**src/rtl/fp_square_iter_pkg.sv**
```systemverilog
// Shared types for the iterative floating-point squarer.
// Holds the rounding-mode encoding (same as fp_sqrt), the FSM and
// operand-class enums, the status bit positions, and the guard/sticky
// rounding-increment helper used by both operators.
package fp_square_iter_pkg;

  typedef enum logic [2:0] {
    RNE = 3'd0,
    RTZ = 3'd1,
    RUP = 3'd2,
    RDN = 3'd3,
    RNA = 3'd4
  } round_t;

  typedef enum logic [1:0] {
    IDLE,
    MUL,
    RND,
    FIN
  } sq_state_t;

  typedef enum logic [1:0] {
    CLS_NORM,
    CLS_ZERO,
    CLS_INF,
    CLS_NAN
  } sq_class_t;

  localparam int ST_ZERO    = 0;
  localparam int ST_INF     = 1;
  localparam int ST_NAN     = 2;
  localparam int ST_TINY    = 3;
  localparam int ST_HUGE    = 4;
  localparam int ST_INEXACT = 5;

  // Returns 1 when the kept significand must be incremented by one ulp.
  function automatic logic round_gs(input logic   sign,
                                    input logic   lsb,
                                    input logic   guard,
                                    input logic   sticky,
                                    input round_t mode);
    logic inc;
    case (mode)
      RNE:     inc = guard & (sticky | lsb);
      RUP:     inc = ~sign & (guard | sticky);
      RDN:     inc = sign & (guard | sticky);
      RNA:     inc = guard;
      default: inc = 1'b0;
    endcase
    return inc;
  endfunction

endpackage

```
**src/rtl/fp_square_iter_sigiter.sv**
```systemverilog
// Radix-2 shift-add significand multiplier for the squarer.
// Ports:
//   clk, resetn  clock, async active-low reset (counter only)
//   load_i       capture operand as multiplicand and multiplier, clear product
//   step_i       perform one shift-add step
//   op_i         significand with hidden bit, sig_width+1 bits
//   product_o    accumulated product, 2*(sig_width+1) bits
//   last_o       high while the counter points at the final step
module sqr_sigiter #(
  parameter int sig_width = 23
) (
  input  logic                     clk,
  input  logic                     resetn,
  input  logic                     load_i,
  input  logic                     step_i,
  input  logic [sig_width:0]       op_i,
  output logic [2*sig_width+1:0]   product_o,
  output logic                     last_o
);
  localparam int MW = sig_width + 1;
  localparam int PW = 2 * MW;
  localparam int CW = $clog2(MW + 1);

  logic [PW-1:0] mcand_q, acc_q;
  logic [MW-1:0] mplier_q;
  logic [CW-1:0] cnt_q, cnt_d;

  // Datapath registers carry no reset: load always initialises them first.
  always_ff @(posedge clk) begin
    if (load_i) begin
      mcand_q  <= PW'(op_i);
      mplier_q <= op_i;
      acc_q    <= '0;
    end else if (step_i) begin
      if (mplier_q[0]) acc_q <= acc_q + mcand_q;
      mcand_q  <= mcand_q << 1;
      mplier_q <= mplier_q >> 1;
    end
  end

  always_comb begin
    cnt_d = cnt_q;
    if (load_i)      cnt_d = '0;
    else if (step_i) cnt_d = cnt_q + 1'b1;
  end

  always_ff @(posedge clk or negedge resetn) begin
    if (!resetn) cnt_q <= '0;
    else         cnt_q <= cnt_d;
  end

  assign last_o    = (cnt_q == CW'(sig_width));
  assign product_o = acc_q;

endmodule

```
**src/rtl/fp_square_iter.sv**
```systemverilog
// Iterative IEEE-754 squarer, z = a*a, result sign always 0.
// Ports:
//   clk, resetn    clock, async active-low reset
//   enable         global clock enable, 0 freezes everything
//   start          request, accepted only in IDLE
//   a, round       operand {sign,exp,frac} and round_t mode
//   z, status      result and flags, valid from the done cycle, held after
//   busy, done     busy during MUL/RND, one-cycle done pulse
module fp_square_iter
  import fp_square_iter_pkg::*;
#(
  parameter int sig_width = 23,
  parameter int ex_width  = 8
) (
  input  logic                        clk,
  input  logic                        resetn,
  input  logic                        enable,
  input  logic                        start,
  input  logic [sig_width+ex_width:0] a,
  input  logic [2:0]                  round,
  output logic [sig_width+ex_width:0] z,
  output logic [7:0]                  status,
  output logic                        busy,
  output logic                        done
);
  localparam int W    = sig_width + ex_width + 1;
  localparam int MW   = sig_width + 1;
  localparam int PW   = 2 * MW;
  localparam int EW   = ex_width + 2;
  localparam int BIAS = 2**(ex_width-1) - 1;
  localparam int EMAX = 2**ex_width - 1;
  localparam logic signed [EW-1:0] EXP_MAX  = EW'(EMAX);
  localparam logic signed [EW-1:0] EXP_ONE  = EW'(1);
  localparam logic signed [EW-1:0] EXP_ZERO = '0;
  localparam logic [W-1:0] QNAN = {1'b0, {ex_width{1'b1}}, 1'b1, {(sig_width-1){1'b0}}};
  localparam logic [W-1:0] PINF = {1'b0, {ex_width{1'b1}}, {sig_width{1'b0}}};
  localparam logic [W-1:0] MAXF = {1'b0, {(ex_width-1){1'b1}}, 1'b0, {sig_width{1'b1}}};

  sq_state_t           state_q, state_d;
  sq_class_t           cls_q, cls_d;
  round_t              rnd_q;
  logic [ex_width-1:0] exp_q;
  logic [W-1:0]        res_z_q, res_z_d, z_q;
  logic [7:0]          res_st_q, res_st_d, status_q;
  logic                busy_q, busy_d, done_q, done_d;
  logic                load, step, last;
  logic [PW-1:0]       product;
  logic                unused_sign;

  logic [sig_width-1:0]    frac, frac_r;
  logic                    guard, sticky, inc, carry;
  logic signed [EW-1:0]    exp_n, exp_r;

  // Squaring discards the operand sign.
  assign unused_sign = a[W-1];

  // Overflow saturates to +Inf unless the mode rounds toward zero.
  function automatic logic [W-1:0] ovf_value(input round_t mode);
    if (mode == RTZ || mode == RDN) return MAXF;
    return PINF;
  endfunction

  function automatic logic [7:0] ovf_status(input round_t mode);
    logic [7:0] st;
    st = '0;
    st[ST_HUGE]    = 1'b1;
    st[ST_INEXACT] = 1'b1;
    st[ST_INF]     = !(mode == RTZ || mode == RDN);
    return st;
  endfunction

  sqr_sigiter #(.sig_width(sig_width)) u_sigiter (
    .clk       (clk),
    .resetn    (resetn),
    .load_i    (load),
    .step_i    (step),
    .op_i      ({1'b1, a[sig_width-1:0]}),
    .product_o (product),
    .last_o    (last)
  );

  // Operand class is decided at accept time; specials still run the full
  // iteration so latency never depends on the data.
  always_comb begin
    cls_d = CLS_NORM;
    if (a[sig_width +: ex_width] == '1) begin
      if (a[sig_width-1:0] != '0) cls_d = CLS_NAN;
      else                        cls_d = CLS_INF;
    end else if (a[sig_width +: ex_width] == '0) begin
      cls_d = CLS_ZERO;
    end
  end

  always_comb begin
    state_d = state_q;
    load    = 1'b0;
    step    = 1'b0;
    busy_d  = (state_q == MUL) || (state_q == RND);
    done_d  = (state_q == FIN);
    if (enable) begin
      case (state_q)
        IDLE: if (start) begin
          load    = 1'b1;
          state_d = MUL;
        end
        MUL: begin
          step = 1'b1;
          if (last) state_d = RND;
        end
        RND:     state_d = FIN;
        default: state_d = IDLE;
      endcase
    end
  end

  // Normalise, round and classify the finished product.
  always_comb begin
    exp_n = EW'(2 * int'(exp_q) - BIAS);
    if (product[PW-1]) begin
      frac   = product[PW-2 -: sig_width];
      guard  = product[PW-2-sig_width];
      sticky = |product[PW-3-sig_width:0];
      exp_n  = exp_n + EXP_ONE;
    end else begin
      frac   = product[PW-3 -: sig_width];
      guard  = product[PW-3-sig_width];
      sticky = |product[PW-4-sig_width:0];
    end
    inc = round_gs(1'b0, frac[0], guard, sticky, rnd_q);
    // A carry out of the fraction means 1.11..1 rounded up to 10.0: the
    // wrapped fraction is already zero, only the exponent moves.
    {carry, frac_r} = {1'b0, frac} + {{sig_width{1'b0}}, inc};
    exp_r = carry ? exp_n + EXP_ONE : exp_n;

    res_z_d  = '0;
    res_st_d = '0;
    case (cls_q)
      CLS_NAN: begin
        res_z_d          = QNAN;
        res_st_d[ST_NAN] = 1'b1;
      end
      CLS_INF: begin
        res_z_d          = PINF;
        res_st_d[ST_INF] = 1'b1;
      end
      CLS_ZERO: res_st_d[ST_ZERO] = 1'b1;
      default: begin
        if (exp_r >= EXP_MAX) begin
          res_z_d  = ovf_value(rnd_q);
          res_st_d = ovf_status(rnd_q);
        end else if (exp_r <= EXP_ZERO) begin
          res_st_d[ST_ZERO]    = 1'b1;
          res_st_d[ST_TINY]    = 1'b1;
          res_st_d[ST_INEXACT] = 1'b1;
        end else begin
          res_z_d              = {1'b0, exp_r[ex_width-1:0], frac_r};
          res_st_d[ST_INEXACT] = guard | sticky;
        end
      end
    endcase
  end

  // Accept stage: operand fields; RND stage: rounded result.
  always_ff @(posedge clk) begin
    if (load) begin
      exp_q <= a[sig_width +: ex_width];
      rnd_q <= round_t'(round);
      cls_q <= cls_d;
    end
    if (enable && state_q == RND) begin
      res_z_q  <= res_z_d;
      res_st_q <= res_st_d;
    end
  end

  // FIN stage: publish result and flags.
  always_ff @(posedge clk or negedge resetn) begin
    if (!resetn) begin
      state_q  <= IDLE;
      z_q      <= '0;
      status_q <= '0;
      busy_q   <= 1'b0;
      done_q   <= 1'b0;
    end else if (enable) begin
      state_q <= state_d;
      busy_q  <= busy_d;
      done_q  <= done_d;
      if (state_q == FIN) begin
        z_q      <= res_z_q;
        status_q <= res_st_q;
      end
    end
  end

  assign z      = z_q;
  assign status = status_q;
  assign busy   = busy_q;
  assign done   = done_q;

endmodule

```
**config.mk**
```make
export PLATFORM = sky130hd
export DESIGN_NAME = fp_square_iter
export DESIGN_NICKNAME = d
export VERILOG_FILES = /design/src/rtl/fp_square_iter_pkg.sv /design/src/rtl/fp_square_iter_sigiter.sv /design/src/rtl/fp_square_iter.sv
export SDC_FILE = /design/constraint.sdc
export NUM_CORES = 1
export LEC_CHECK = 0
export ABC_AREA = 1
export BUFFER_PORTS_ARGS = -buffer_cell sky130_fd_sc_hd__buf_2
export CAP_MARGIN = 20
export CORE_ASPECT_RATIO = 0.7
export CORE_MARGIN = 4
export CORE_UTILIZATION = 63
export DETAILED_ROUTE_END_ITERATION = 7
export GPL_TIMING_DRIVEN = 0
export HOLD_SLACK_MARGIN = 0.08
export PLACE_DENSITY = 0.8
export REMOVE_ABC_BUFFERS = 1
export SLEW_MARGIN = 30
export SYNTH_ARGS = -nofsm -noshare
export SYNTH_HDL_FRONTEND = slang
export SYNTH_HIERARCHICAL = 1
export SYNTH_SLANG_ARGS = --single-unit
export TNS_END_PERCENT = 5
```
**constraint.sdc**
```tcl
create_clock -name clk -period 4 [get_ports clk]
set_input_delay 0.4 -clock clk [delete_from_list [all_inputs] [get_ports clk]]
set_output_delay 0.4 -clock clk [all_outputs]
set_load 0.03 [all_outputs]
```
==> impl_metrics.ini <==
[clocking]
clock_insertion_delay_worst_skew_ns = 0.54
cts_max_path_buffers = 3
tritoncts_num_sinks = 216
htree_num_levels = 1
clock-root-buffer = sky130_fd_sc_hd__clkbuf_16
cts.reportedPaths.clkPinSlew_ns = 0.07
tritoncts.num_buffers = 22
cts_tree = yes

[power_and_ir_drop]
switching_share_pct = 48.89
powerDensity_nw_per_um2 = 789.6
power.leakage_nw = 8.328
vdd_ir_drop_max_mv = 0.4755
power.share.clock_pct = 15.8
combPwrFrac_pct = 54.5
power.net_switching_w = 0.006277
intPower_w = 0.006561
sequential_power_share_pct = 29.7

[synth]
synthDominantCellAreaShare_pct = 20.05
synth.distinct_cells = 48
postSynthRegisterBits = 216
ys_async_sr_fraction_pct = 21.30
avgSynthCellArea_um2 = 6.910
mappedNetlistArea_um2 = 14680
ys.warnings.count = 6
post_synth_main_area_contributors = sky130_fd_sc_hd__edfxtp_1 (20%), sky130_fd_sc_hd__nand2_1 (18%), sky130_fd_sc_hd__dfxtp_1 (9.8%)
synth_enable_flop_cells = 98
synth_sequential_area_ratio_pct = 37.71
synthesis.instances = 2124
ys_dominant_reg_cell = sky130_fd_sc_hd__edfxtp_1
synth_largest_area_cell = sky130_fd_sc_hd__edfxtp_1

[worst_setup_path]
criticalPathCategory = flip-flop to flip-flop
worstSetupStartpointType = flip-flop
cp-end-kind = flip-flop
worst-endpoint-required_ns = 4.29
crit_path_max_fanout = 42
worstRegToRegCells = 18
regToRegSetupSlack_ns = 0.17
worst_r2r_endpoint = res_z_q[22]
worst_setup_path_endpoint = res_z_q[22]
r2r_start = u_sigiter/product_o[47]
worst_ep_arrival_time_ns = 4.12
critPathLaunch = u_sigiter/product_o[47]

[floorplanning]
ios = 81
core_area_um2 = 22790
floorplan.initialDensity_pct = 64.40
die_width_um = 190.4
rows = 46
design.die.area_um2 = 25840
floorplan.die.height_um = 135.7

[placement]
globalplace.congestion = 0.9883
port_buffers = 76
dpl.cell_count = 2467
dpl_hpwl_um = 31590
post_dp_cell_area_um2 = 15330

[detailed_routing]
drc = 0
route.detailed.vias_per_inst = 5.444
num_vias = 13730
dr.first_iter.drc_count = 1436
number_of_nets_with_antenna_violations_after_detailed_routing = 0
wirelength_um = 41980
first_pass_iteration_count_of_the_detailed_router = 6
wl_per_cell_um = 16.64

[sta]
min_period_ns = 3.834
fmax_mhz = 260.8
hold-worst-slack_ns = 0.1092
setup_violations = 0
min_period_over_period_pct = 95.86
grt_setup_unrepaired = true
max_slew_margin_pct = 35.98
hold_violations = 0
clock_skew_ns = 0.01484
tightest_slew_ns = 0.9579
timing_max_transition_violations_final = 0

[global_routing]
first_global_vias = 12380
grt.met1_usage_pct = 50.26
grt_antenna_before_repair = 0
grtUsageMet3_pct = 9.325
total_routing_resource_utilization_after_global_routing_pct = 32.20
globalRoute.totalOverflow = 0
grt_max_degree = 80
grt_pass1_wl_um = 65920
grt_use_met2_pct = 44.77
global_route.peak_usage_layer = met1

[cells_and_area]
finish.instance_area_um2 = 16260
flow.area_growth_from_synthesis_pct = 10.77
multiInputGateArea_um2 = 7682
n_antenna_cell = 0
num-nets-final = 2294
final.fill_count = 1905
area.sequential_um2 = 5539
drive_gt1_share_pct = 12.26
layout.core_utilization_pct = 71.34
stdcell_count = 2523

[job]
max_cap_violations = 0

[run_status]
result_of_the_run = completed

[hold_path]
classification_of_the_worst_slack_hold_path = input pin to flip-flop
==> how the worst min path moves through the flow <==
stage	startpoint	end	slack [ns]	cells past startpoint
global route	a[25]	exp_q[2]	0.1	1
CTS	a[25]	exp_q[2]	0.09	1
detailed placement	resetn	z[7]	0.45	1
floorplan	resetn	busy	0.10	0
finish	a[25]	exp_q[2]	0.11	1
global placement	done	done	0.45	2
==> Yosys cell counts, types with 12 or more instances <==
cell type and number:
sky130_fd_sc_hd__nand2_1 709, sky130_fd_sc_hd__inv_1 327, sky130_fd_sc_hd__nor2_1 266, sky130_fd_sc_hd__nand3_1 105, sky130_fd_sc_hd__edfxtp_1 98, sky130_fd_sc_hd__dfxtp_1 72, sky130_fd_sc_hd__o21ai_0 70, sky130_fd_sc_hd__ha_1 59
sky130_fd_sc_hd__dfrtp_1 46, sky130_fd_sc_hd__a21oi_1 38, sky130_fd_sc_hd__mux2_2 37, sky130_fd_sc_hd__nand4_1 35, sky130_fd_sc_hd__xor2_1 35, sky130_fd_sc_hd__clkbuf_1 29, sky130_fd_sc_hd__nor2_2 26, sky130_fd_sc_hd__a21oi_2 21
sky130_fd_sc_hd__nand2_2 21, sky130_fd_sc_hd__nor3_1 15, sky130_fd_sc_hd__nor4_1 15, sky130_fd_sc_hd__inv_2 12
==> worst max-delay path: stages (launching register included) <==
cell and delay, ns:
sky130_fd_sc_hd__dfxtp_4 0.40, sky130_fd_sc_hd__buf_12 0.19, sky130_fd_sc_hd__o21ai_0 0.28, sky130_fd_sc_hd__o21ai_0 0.14
sky130_fd_sc_hd__a21oi_1 0.19, sky130_fd_sc_hd__ha_1 0.24, sky130_fd_sc_hd__nand3_1 0.16, sky130_fd_sc_hd__nor2_4 0.20
sky130_fd_sc_hd__nand2_4 0.13, sky130_fd_sc_hd__nor2_4 0.18, sky130_fd_sc_hd__nand3_1 0.14, sky130_fd_sc_hd__nor2_1 0.17
sky130_fd_sc_hd__nand3_2 0.13, sky130_fd_sc_hd__xor2_4 0.18, sky130_fd_sc_hd__buf_12 0.16, sky130_fd_sc_hd__nand2_4 0.33
sky130_fd_sc_hd__nand2_1 0.13, sky130_fd_sc_hd__nand3_1 0.12, sky130_fd_sc_hd__nand2_1 0.07
==> layer usage <==
layer  up-vias  wire length (um)
li1       6785                 -
met1      6271             19690
met2       628             16440
met3        50              5211
met4         0               633
met5         -                 0
==> power by group through the flow <==
stage | registers, W | logic [W] | clock network (W)
after CTS | 0.00380 | 0.00682 | 0.00204
after global routing | 0.00390 | 0.00779 | 0.00213
after global placement | 0.00383 | 0.00644 | 0
after floorplan | 0.00407 | 0.00454 | 0
final | 0.00381 | 0.00700 | 0.00202
after detailed placement | 0.00382 | 0.00674 | 0
==> logic make-up after synthesis <==
group	share of synthesized area [%]
adders and majority gates	5.166
DFF	37.71
xor gates and xnor gates	2.438
and+or+nand+nor	35.10
AOI/OAI and AO/OA	6.044
other	0.05117
buffers and inverters	10.65
muxes	2.839
==> metrics by stage <==
stage / setup slack [ns] / setup TNS, ns / power, W
4_1_cts: 0.08096 / 0 / 0.01266
3_5_place_dp: -0.8048 / -19.94 / 0.01056
6_report: 0.1657 / 0 / 0.01284
3_3_place_gp: -7.874 / -978.56 / 0.01028
5_1_grt: -0.08469 / -0.2527 / 0.01382
2_1_floorplan: -3.876 / -375.85 / 0.008609
==> flip-flops by register name (all words and copies together), names as in the netlist, 5 cells and up <==
| name | count |
|---|---|
| res_st_q | 6 |
| res_z_q | 31 |
| u_sigiter/mplier_q | 24 |
| status | 6 |
| exp_q | 8 |
| u_sigiter/product_o | 48 |
| z | 31 |
| u_sigiter/mcand_q | 48 |
| u_sigiter/cnt_q | 5 |
==> timing repair <==
item / in CTS / in global routing
setup buffers: 4 / 1
setup endpoints to repair: 36 / 32
pin swaps: 1 / 1
endpoints found under the hold margin: 56 / 0
gates resized for setup: 7 / 8
hold buffers: 11 / 0
==> cells in the final DEF, fill, tap and decap left out, types with 37 or more instances in the layout <==
| cell | Yosys | layout |
|---|---|---|
| sky130_fd_sc_hd__a21oi_1 | 38 | 38 |
| sky130_fd_sc_hd__buf_2 | 10 | 75 |
| sky130_fd_sc_hd__dfrtp_1 | 46 | 46 |
| sky130_fd_sc_hd__dfxtp_1 | 72 | 71 |
| sky130_fd_sc_hd__edfxtp_1 | 98 | 98 |
| sky130_fd_sc_hd__ha_1 | 59 | 59 |
| sky130_fd_sc_hd__inv_1 | 327 | 325 |
| sky130_fd_sc_hd__mux2_2 | 37 | 37 |
| sky130_fd_sc_hd__nand2_1 | 709 | 707 |
| sky130_fd_sc_hd__nand3_1 | 105 | 105 |
| sky130_fd_sc_hd__nor2_1 | 266 | 264 |
| sky130_fd_sc_hd__o21ai_0 | 70 | 69 |
==> layout make-up <==
type | instances | share of cell area, %
multi-input combinational | 1516 | 47.25
sequential | 216 | 34.07
inverter | 342 | 7.942
timing repair buffer | 97 | 4.094
clock buffer | 31 | 3.717
tap | 312 | 2.401
clock inverter | 9 | 0.5310
Power figures use the tool's default switching activity.
